### config.mk
export PLATFORM = sky130hd
export DESIGN_NAME = imem_loader
export DESIGN_NICKNAME = d
export VERILOG_FILES = /design/src/rtl/imem_pkg.sv /design/src/rtl/imem_wr_port.sv /design/src/rtl/imem_loader.sv
export SDC_FILE = /design/constraint.sdc
export NUM_CORES = 1
export LEC_CHECK = 0
export CELL_PAD_IN_SITES_DETAIL_PLACEMENT = 1
export CELL_PAD_IN_SITES_GLOBAL_PLACEMENT = 2
export CORE_MARGIN = 2
export CORE_UTILIZATION = 25
export DETAILED_ROUTE_END_ITERATION = 10
export GPL_TIMING_DRIVEN = 0
export HOLD_SLACK_MARGIN = 0.02
export PLACE_DENSITY_LB_ADDON = 0.1
export SLEW_MARGIN = 20
export SYNTH_ARGS = -nofsm -noshare
export SYNTH_HDL_FRONTEND = slang
export SYNTH_SLANG_ARGS = --single-unit
### constraint.sdc
create_clock -name clk -period 2.2 [get_ports clk]
set_clock_uncertainty 0.15 [all_clocks]
set_input_delay 0.44 -clock clk [delete_from_list [all_inputs] [get_ports clk]]
set_output_delay 0.44 -clock clk [all_outputs]
set_load 0.01 [all_outputs]
### src/rtl/imem_pkg.sv
// imem_pkg: instruction memory geometry and loader state encoding shared by the loader files.
package imem_pkg;
    localparam int IMEM_ADDR_W = 13;
    localparam int IMEM_DATA_W = 16;
    localparam int IMEM_DEPTH = 1 << IMEM_ADDR_W;
    typedef enum logic [2:0] {IDLE, HDR, DATA, CSUM, DONE, ERR} loader_state_t;
endpackage

### src/rtl/imem_wr_port.sv
// imem_wr_port: registered instruction memory write stage with address pointer and word count.
module imem_wr_port
    import imem_pkg::*;
#(
    parameter int ADDR_W = IMEM_ADDR_W,
    parameter int DATA_W = IMEM_DATA_W,
    parameter int BASE_ADDR = 0
) (
    input  logic              clk,
    input  logic              reset,
    input  logic              clear,
    input  logic              push,
    input  logic [DATA_W-1:0] data,
    output logic              wr_en,
    output logic [ADDR_W-1:0] wr_addr,
    output logic [DATA_W-1:0] wr_data,
    output logic [ADDR_W:0]   words_written
);
    localparam logic [ADDR_W-1:0] BA = ADDR_W'(BASE_ADDR);
    logic [ADDR_W-1:0] ptr;
    always_ff @(posedge clk) begin
        if (reset) begin
            wr_en <= 1'b0;
            wr_addr <= BA;
            wr_data <= '0;
            ptr <= BA;
            words_written <= '0;
        end else begin
            wr_en <= push;
            if (clear) begin
                ptr <= BA;
                wr_addr <= BA;
                words_written <= '0;
            end else if (push) begin
                ptr <= ptr + 1'b1;
                wr_addr <= ptr;
                wr_data <= data;
                words_written <= words_written + 1'b1;
            end
        end
    end
endmodule

### src/rtl/imem_loader.sv
// imem_loader: streams a length-prefixed image into instruction memory while holding CPU fetch.
// Define IMEM_LOADER_CHECKSUM_EN to require a trailing checksum word after the data.
module imem_loader
    import imem_pkg::*;
#(
    parameter int ADDR_W = IMEM_ADDR_W,
    parameter int DATA_W = IMEM_DATA_W,
    parameter int BASE_ADDR = 0
) (
    input  logic              clk,
    input  logic              reset,
    input  logic              start,
    input  logic              s_valid,
    input  logic [DATA_W-1:0] s_data,
    output logic              s_ready,
    output logic              wr_en,
    output logic [ADDR_W-1:0] wr_addr,
    output logic [DATA_W-1:0] wr_data,
    output logic              cpu_hold,
    output logic              busy,
    output logic              done,
    output logic              error,
    output logic [ADDR_W:0]   words_written
);
`ifdef IMEM_LOADER_CHECKSUM_EN
    localparam loader_state_t FIN = CSUM;
    logic [DATA_W-1:0] sum;
    logic [DATA_W-1:0] total;
    assign total = sum + s_data;
`else
    localparam loader_state_t FIN = DONE;
`endif
    loader_state_t state, nxt;
    logic [DATA_W-1:0] rem;
    logic push, clear, too_long;
    assign s_ready = state inside {HDR, DATA, CSUM};
    assign push = (state == DATA) && s_valid;
    assign clear = start && (state inside {IDLE, DONE, ERR});
    // Images that would run past the top of memory are refused before any write.
    assign too_long = int'(s_data) > (1 << ADDR_W) - BASE_ADDR;
    always_comb begin
        nxt = state;
        case (state)
            IDLE, DONE, ERR: nxt = start ? HDR : state;
            HDR: nxt = !s_valid ? HDR : (s_data == '0) ? FIN : too_long ? ERR : DATA;
            DATA: nxt = (s_valid && rem == DATA_W'(1)) ? FIN : DATA;
`ifdef IMEM_LOADER_CHECKSUM_EN
            CSUM: nxt = !s_valid ? CSUM : (total == '0) ? DONE : ERR;
`endif
            default: nxt = IDLE;
        endcase
    end
    always_ff @(posedge clk) begin
        if (reset) begin
            state <= IDLE;
            rem <= '0;
            busy <= 1'b0;
            cpu_hold <= 1'b0;
            done <= 1'b0;
            error <= 1'b0;
        end else begin
            state <= nxt;
            busy <= nxt inside {HDR, DATA, CSUM};
            // A pending write keeps fetch held for the cycle it lands.
            cpu_hold <= (nxt inside {HDR, DATA, CSUM}) || push;
            done <= nxt == DONE;
            error <= nxt == ERR;
            if (state == HDR && s_valid) rem <= s_data;
            else if (push) rem <= rem - 1'b1;
        end
    end
`ifdef IMEM_LOADER_CHECKSUM_EN
    always_ff @(posedge clk) begin
        if (reset || clear) sum <= '0;
        else if (push) sum <= sum + s_data;
    end
`endif
    imem_wr_port #(.ADDR_W(ADDR_W), .DATA_W(DATA_W), .BASE_ADDR(BASE_ADDR)) u_wr (
        .clk(clk),
        .reset(reset),
        .clear(clear),
        .push(push),
        .data(s_data),
        .wr_en(wr_en),
        .wr_addr(wr_addr),
        .wr_data(wr_data),
        .words_written(words_written)
    );
endmodule

==> flow_summary.toml, run 1 <==
[outcome]
status = "finished clean"

[global_route]
busiest_layer = "met2"
grt_pass1_wl_um = 17800
grt_max_degree = 14
met3_usage_pct = 2.96
antenna_found_initial = 0
grt.overflow.total = 0
grt_util_met2_pct = 23.5
use_met1_pct = 22.3
grt_usage_pct = 15.7
first_global_vias = 3359

[synthesis]
synth-compound-area-share_pct = 13.6
synth_commonest_cells = "82 x nand2_1, 80 x dfxtp_1, 47 x nor2_1"
synth.net_count = 452
ys_types = 46
yosys.area_share.simple_pct = 28.2
ys_warn_count = 0
synth_seq_cells = 80
synth_top_flop_cell = "dfxtp_1"
synth.avg_cell_area_sq_um = 8.06
synth_top_family_by_area = "simple AND/OR/NAND/NOR gates"
synth_cells = 428
async_flop_share_pct = 0
synth-edff-count = 0
synth_top_area_share_pct = 46.4
yosysTopAreaCell = "dfxtp_1"
synth_most_common_cell = "nand2_1"
seq_area_frac_synth_pct = 46.4
synth_xor_area_share_pct = 6.35
synthAdderAreaFrac_pct = 1.45
synth.mux.area_fraction_pct = 0.290
synth_area_leaders = "dfxtp_1 46%, nand2_1 8.9%, a21oi_1 6.5%, nor2_1 5.1%, xnor2_1 3.6%"
synth_area_sq_um = 3450

[floorplan]
dieArea_sq_um = 14800
start_util_pct = 25.9
std_cell_rows = 42
design.core.area_sq_um = 13300
pin_count = 69
die_height_um = 121
die_w_um = 121

[sta]
max_slew_margin_pct = 60.7
worst_hold_slack_ns = 0.304
rsz0062_at_grt = "true"
hold_viol_final = 0
tns_ns = 0
final_max_slew_viol_count = 0
period_share_pct = 98.2
max_slew.worst_pin.slew_ns = 0.589
fmax_mhz = 463
final.min_clock_period_ns = 2.16
setup_violations = 0
worst_slack_ns = 0.0394

[clock_tree]
cts_tree = "done"
clockBufferDepth = 2
cts_buffers = 9
clk_latency_ns = 0.34
clkTransAtPathRegs_ns = 0.06
htree_levels = 3
cts-root-buf = "clkbuf_16"
cts.sinks = 80
cts_hold_buf = 0

[finish]
layout.nets = 536
drive_gt1_share_pct = 12.2
syn2layout_area_growth_pct = 41.3
antenna-diode-count = 0
instances_no_fill = 693
final_util_pct = 36.5
design_area_sq_um = 4880

[drt]
post_drt_wl_per_cell_um = 15.7
viasPerCell = 4.77
via_count = 3309
ant_nets = 0
dr.first_iter.drc_count = 144
drc_errors = 0
drt_wl_total_um = 10900
drtPass1Iterations = 4

[power_and_ir_drop]
p_leak_nw = 1.62
vdd_ir_drop_max_mv = 0.328
finalPower_mw = 3.54
power-per-cell-area_nw_per_um2 = 726

[placed_design]
routabilityCongestion = 0.726
numPortBuffers = 67
place_inst = 671
dp_slack_ns = -1.02
dp_hpwl_um = 7720
postPlaceCellArea_sq_um = 4340

[critical_path]
crit_type = "reg -> reg"
critPathRequiredTime_ns = 2.31
startpoint_type = "flop"
rrSetupSlack_ns = 0.04
arrival_ns = 2.27
crit_path_end_kind = "flop"
critPathMaxFanout = 5

[job]
max_cap_violations = 0

[min_path]
holdCritPathClass = "reg -> reg"
-- final timing paths --
kind,startpoint,to,cells past startpoint
worst max-delay path,rem[0],rem[14],6
worst min-delay path,u_wr.wr_data[7],u_wr.wr_data[7],2
worst max register to register,rem[0],rem[14],6
worst min register to register,u_wr.wr_data[7],u_wr.wr_data[7],2
-- where the power goes --
part	switching (mW)	internal (mW)	leakage [nW]
registers	0.0253	1.47	0.649
clock network	0.614	1.14	0.170
logic	0.160	0.129	0.803
total	0.800	2.74	1.62
-- cell families (layout without fill, tap and decap cells) --
group	count (synthesis)	count (layout)
and+or+nand+nor	206	206
DFF	80	80
AOI/OAI and AO/OA	78	78
buffers and inverters	34	123
xor gates and xnor gates	25	25
adders and majority gates	4	4
muxes	1	1
-- layout make-up --
class | count | area [sq um]
multi-input cells | 314 | 1830
flip-flops and latches | 80 | 1610
plain buffers | 21 | 98.8
well taps | 176 | 220
repair buffers | 77 | 741
clock buffers | 11 | 243
inverters | 9 | 33.8
clock inverters | 5 | 104
fillers | 1606 | 8470
-- metal layers --
layer / wire length, um / share of wire, %
met5: 0 / 0
met4: 169 / 1.6
met3: 464 / 4.3
met2: 4720 / 44
met1: 5500 / 51
-- state kept, by name (all words and copies together) (netlist names) --
register            count
rem                    16
u_wr.wr_data           16
u_wr.words_written     14
u_wr.ptr               13
u_wr.wr_addr           13
state                   3
busy                    1
cpu_hold                1
done                    1
error                   1
u_wr.wr_en              1
-- cell usage in the layout, fill, tap and decap left out, drive strengths merged, types with 2 or more instances in the layout --
cell type,netlist,routed
o311ai,3,3
o2bb2a,2,2
dfxtp,80,80
clkinv,0,2
dlygate4sd2,0,2
xor2,11,11
clkbuf,20,29
o21ai,10,10
nand3,12,12
a31oi,4,4
a21oi,45,45
bufinv,0,3
nor2,47,47
or3b,2,2
or4,5,5
a222oi,2,2
and4,2,2
o21bai,2,2
o211ai,2,2
or3,9,9
inv,9,9
ha,4,4
clkdlybuf4s50,0,65
buf,5,13
nand4,10,10
nor3,14,14
nand4bb,2,2
nand2,82,82
nand2b,3,3
nor3b,2,2
and2,3,3
a221oi,3,3
xnor2,14,14
nor4,7,7
-- critical path, cell delays in order (launching register included) --
cell	delay [ns]
dfxtp_4	0.36
inv_2	0.06
ha_4	0.13
or3b_4	0.39
or3_4	0.41
or4_4	0.41
a31oi_1	0.17
-- timing repair --
item                                    CTS  global route
resized for setup                        27            21
endpoints found under the setup margin   75            17
cloned                                    1             0
buffers inserted                          4             5
pin swaps                                 3             6
hold endpoints to repair                  0             0
Power figures use the tool's default switching activity.
==> run 2, diff against run 1 <==
Settings changed: CORE_ASPECT_RATIO from default to 1.1, PLACE_DENSITY from default to 0.81, PLACE_DENSITY_LB_ADDON 0.1 to default.
==> run 2 against run 1 <==
Net effect:
- first-iteration DRC count fell by 17%
- global-route usage fell by 0.091 points
- wire length rose by 2.1%
- clock-buffer cell count rose by 2
- register-to-register slack got worse by 0.02 ns
- via count barely moved
- design area fell by 2.1%
- combinational power fell by 1%
- critical path depth fell by 2
- core utilization fell by 1.5 points
- clock power fell by 21%
- worst setup slack got worse by 0.018 ns
==> flow_summary.toml, run 2 (synthesis gave the netlist of run 1 again) <==
[critical_path]
crit_start = "rem[0]"
rrSetupSlack_ns = 0.02
cp_num_cells = 4
crit_end = "rem[13]"
slowest_delay_ns = 0.66
crit_type = "reg -> reg"
slowest_stage = "or4_1"
rr_worst_depth = 4
crit_buf_inv = 0
crit_path_end_kind = "flop"
rr_startpoint = "rem[0]"
critPathRequiredTime_ns = 2.30
crit_family = "simple AND/OR/NAND/NOR gates"
critPathMaxFanout = 6
crit_chain = "or4_1 -> or3_4 -> or3_1 -> a31oi_1"
startpoint_type = "flop"
r2r_end = "rem[13]"
arrival_ns = 2.28

[power_and_ir_drop]
vdd_ir_drop_max_mv = 0.336
p_leak_nw = 1.58
finalPower_mw = 3.17
power-per-cell-area_nw_per_um2 = 663

[clock_tree]
cts_tree = "done"
cts_hold_buf = 0
cts_buffers = 9
cts.sinks = 80
htree_levels = 3
cts-root-buf = "clkbuf_16"
clockBufferDepth = 2
clk_latency_ns = 0.34
clkTransAtPathRegs_ns = 0.06

[finish]
design_area_sq_um = 4770
layout_common_cells = "81 x nand2_1, 77 x dfxtp_1, 63 x clkdlybuf4s50_1, 47 x nor2_1, 44 x a21oi_1"
layout_commonest_cell = "nand2_1"
syn2layout_area_growth_pct = 38.4
drive_gt1_share_pct = 10.4
multi_input_area_sq_um = 1820
final_util_pct = 35.0
seq_area_sq_um = 1610
antenna-diode-count = 0
instances_no_fill = 698
nFillCells = 1660
layout.nets = 529
reg.largest.list = "rem: 16 flops, u_wr.wr_data: 16 flops, u_wr.words_written: 14 flops"

[drt]
via_count = 3312
post_drt_wl_per_cell_um = 15.9
viasPerCell = 4.74
ant_nets = 0
dr.first_iter.drc_count = 119
drt_wl_total_um = 11100
drtPass1Iterations = 4
drc_errors = 0

[job]
max_cap_violations = 0

[outcome]
status = "finished clean"

[placed_design]
dp_slack_ns = -1.02
dp_hpwl_um = 8130
postPlaceCellArea_sq_um = 4360
routabilityCongestion = 0.824
numPortBuffers = 67
place_inst = 683

[global_route]
grt_max_degree = 13
busiest_layer = "met2"
grt_pass1_wl_um = 18000
use_met1_pct = 19.2
met3_usage_pct = 3.23
grt_util_met2_pct = 27.0
grt.overflow.total = 0
grt_usage_pct = 15.6
first_global_vias = 3478
antenna_found_initial = 0

[floorplan]
start_util_pct = 25.3
std_cell_rows = 45
pin_count = 69
design.core.area_sq_um = 13600
dieArea_sq_um = 14800
die_w_um = 116
die_height_um = 127

[sta]
max_slew.worst_pin.slew_ns = 0.582
rsz0062_at_grt = "true"
worst_hold_slack_ns = 0.306
hold_viol_final = 0
worst_slack_ns = 0.0212
tns_ns = 0
final.min_clock_period_ns = 2.18
period_share_pct = 99.0
setup_violations = 0
fmax_mhz = 459
final_max_slew_viol_count = 0
max_slew_margin_pct = 61.2

[min_path]
hold_depth = 2
holdCritPathClass = "reg -> reg"
## run 2: changes by cell type in the layout (fill, tap and decap cells not counted), sizes merged
| cell | delta |
|---|---|
| buf | -5 |
| bufinv | -3 |
| dlymetal6s2s | +3 |
| clkdlybuf4s50 | -2 |
| clkinvlp | +1 |
| dlygate4sd2 | -1 |
## run 2: what timing repair did
action	CTS	global route
setup endpoints to repair	71	19
pin swaps	2	4
buffers inserted	0	3
resized for setup	29	21
## run 2: cell type report
| type | count | share of cell area, % |
|---|---|---|
| buffer | 21 | 2.31 |
| tap | 188 | 4.93 |
| multi-input combinational | 314 | 38.1 |
| inverter | 9 | 0.708 |
| sequential | 80 | 33.7 |
| clock buffer | 13 | 5.24 |
| clock inverter | 3 | 0.367 |
| timing repair buffer | 70 | 14.6 |
## run 2: per-layer routing
metal / vias up / wire, um
li1: 1630 / -
met1: 1609 / 4890
met2: 58 / 5570
met3: 15 / 436
met4: 0 / 187
met5: - / 0
## run 2: worst min-delay path, delay by kind of cell (launching register included)
family	cells	cell delay (ns)
flip-flops	1	0.31
AO/OA/AOI/OAI	1	0.05
AND/OR/NAND/NOR	1	0.05
## run 2: worst min path at each step
| stage | startpoint | endpoint | slack (ns) |
|---|---|---|---|
| after floorplan | u_wr.ptr[12] | u_wr.wr_addr[12] | 0.29 |
| after CTS | u_wr.wr_addr[9] | u_wr.wr_addr[9] | 0.31 |
| after global routing | u_wr.wr_data[10] | u_wr.wr_data[10] | 0.33 |
| after detailed placement | u_wr.wr_addr[9] | u_wr.wr_addr[9] | 0.30 |
| final | u_wr.wr_addr[9] | u_wr.wr_addr[9] | 0.31 |
| after global placement | u_wr.wr_data[13] | u_wr.wr_data[13] | 0.29 |
## run 2: power breakdown
group | switching, mW | leakage (nW) | internal (mW)
clock network | 0.592 | 0.130 | 0.793
registers | 0.0247 | 0.648 | 1.47
logic | 0.161 | 0.799 | 0.124
total | 0.777 | 1.58 | 2.39
==> run 3, diff against run 2 <==
Settings changed: CORE_MARGIN 2 to default, CORE_UTILIZATION 25 to 27, HOLD_SLACK_MARGIN 0.02 to default, PLACE_DENSITY 0.81 to 0.86.
==> run 3 against run 2 <==
Net effect:
- worst setup slack gained 0.025 ns
- worst hold slack lost 0.00067 ns
- register-to-register slack gained 0.02 ns
- fmax grew 1.1%
- critical path depth grew 1
- via count grew 1.3%
- non-clock buffer count is the same
- core utilization grew 3.7 points
- sequential power is essentially flat
- critical path type unchanged
==> flow_summary.toml, run 3 (synthesis gave the netlist of run 1 again) <==
[critical_path]
rr_worst_depth = 5
rrSetupSlack_ns = 0.05
crit_path_end_kind = "flop"
critPathMaxFanout = 8
crit_type = "reg -> reg"
cpMostUsedCell = "or4_4"
rr_startpoint = "rem[8]"
startpoint_type = "flop"
slowest_stage = "or4_4"
r2r_end = "rem[14]"
slowest_delay_ns = 0.52
critPathRequiredTime_ns = 2.31
arrival_ns = 2.27
crit_chain = "or4_4 -> buf_6 -> or3_4 -> or4_4 -> a31oi_1"

[finish]
layout_commonest_cell = "nand2_1"
seq_area_sq_um = 1610
reg.largest.list = "rem: 16 flops, u_wr.wr_data: 16 flops, u_wr.words_written: 14 flops"
syn2layout_area_growth_pct = 37.6
multi_input_area_sq_um = 1800
layout.nets = 529
antenna-diode-count = 0
nFillCells = 1447
drive_gt1_share_pct = 9.45
layout_common_cells = "82 x nand2_1, 77 x dfxtp_1, 64 x clkdlybuf4s50_1, 47 x nor2_1, 44 x a21oi_1"
design_area_sq_um = 4750
instances_no_fill = 662

[floorplan]
design.core.area_sq_um = 12200
start_util_pct = 28.2
die_w_um = 110
std_cell_rows = 42
pin_count = 69
dieArea_sq_um = 13200
die_height_um = 121

[power_and_ir_drop]
p_leak_nw = 1.59
power-per-cell-area_nw_per_um2 = 709
vdd_ir_drop_max_mv = 0.457

[drt]
ant_nets = 0
via_count = 3356
drtPass1Iterations = 4
viasPerCell = 5.07
drt_wl_total_um = 10700
drc_errors = 0
dr.first_iter.drc_count = 120
post_drt_wl_per_cell_um = 16.1

[min_path]
min_from = "u_wr.wr_data[12]"
holdCritPathClass = "reg -> reg"
min_to = "u_wr.wr_data[12]"
hold_depth = 2

[clock_tree]
htree_levels = 3
cts.sinks = 80
clk_latency_ns = 0.34
cts_buffers = 9
clockBufferDepth = 2
cts-root-buf = "clkbuf_16"
cts_tree = "done"
clkTransAtPathRegs_ns = 0.06

[placed_design]
dp_hpwl_um = 7780
numPortBuffers = 67
routabilityCongestion = 0.811
place_inst = 649
postPlaceCellArea_sq_um = 4310

[sta]
period_share_pct = 97.9
hold_viol_final = 0
final_max_slew_viol_count = 0
max_slew_margin_pct = 60.9
max_slew.worst_pin.slew_ns = 0.578
rsz0062_at_grt = "true"
final.min_clock_period_ns = 2.15
setup_violations = 0
fmax_mhz = 464

[global_route]
grt.overflow.total = 0
grt_max_degree = 13
antenna_found_initial = 0
grt_usage_pct = 16.9
grt_pass1_wl_um = 17100
first_global_vias = 3419

[job]
max_cap_violations = 0

[outcome]
status = "finished clean"
[run 3: cell count changes in the layout (fill, tap and decap cells not counted), sizes merged]
cell | before | now
clkdlybuf4s50 | 63 | 64
clkinvlp | 1 | 0
buf | 8 | 6
clkbuf | 29 | 28
dlymetal6s2s | 3 | 2
bufinv | 0 | 2
[run 3: how the worst max path moves through the flow]
stage	slack [ns]	from	end	depth (start not counted)
after floorplan	0.07	rem[7]	rem[14]	5
after global placement	-0.86	s_valid	u_wr.wr_data[15]	7
after detailed placement	-1.0	s_valid	u_wr.wr_addr[12]	7
after CTS	-0.02	rem[7]	rem[14]	5
after global routing	-0.05	rem[4]	rem[14]	5
final	0.05	rem[8]	rem[14]	5
[run 3: cell type report]
cell class / count / area share [%]
multi-input combinational: 314 / 37.9
clock inverter: 4 / 1.48
timing repair buffer: 68 / 14.4
tap: 154 / 4.06
clock buffer: 10 / 5.03
buffer: 23 / 2.63
inverter: 9 / 0.711
sequential: 80 / 33.9
[run 3: critical path: cells and delay by family (launching register included)]
kind,cells,cell delay [ns]
AO/OA/AOI/OAI,1,0.13
buffers and inverters,1,0.15
flip-flops,1,0.34
AND/OR/NAND/NOR,3,1.33
[run 3: power by group]
group | total [mW] | internal [mW] | switching (mW)
sequential | 1.50 | 1.47 | 0.0238
clock | 1.60 | 1.01 | 0.588
combinational | 0.276 | 0.118 | 0.158
total | 3.37 | 2.60 | 0.769
[run 3: repair_timing]
action | 4_1_cts | 5_1_grt
buffers inserted | 1 | 0
setup endpoints to repair | 71 | 17
hold buffers | 0 | 0
cloned | 0 | 0
pin swaps | 1 | 5
gates resized for setup | 26 | 15
endpoints found under the hold margin | 0 | 0
[run 3: metrics by stage]
stage          setup TNS (ns)  worst slack [ns]  hold slack [ns]  util [%]  total power, mW
5_1_grt                -0.144           -0.0474            0.326      38.8             3.49
6_report                    0            0.0458            0.306      38.8             3.37
3_3_place_gp           -46.04            -0.860            0.293      35.2             1.78
2_1_floorplan               0            0.0653            0.294         -             1.66
3_5_place_dp           -50.36             -1.00            0.304      35.2             1.78
4_1_cts               -0.0183           -0.0183            0.311      38.3             3.40
[run 3: routing by layer]
layer / GRT usage (%) / up-vias / part of all wire [%]
met1: 20.0 / 1636 / 43
met3: 2.86 / 18 / 4.5
met2: 29.1 / 72 / 50
li1: - / 1630 / -
met5: 0 / - / 0
met4: 8.42 / 0 / 2.0
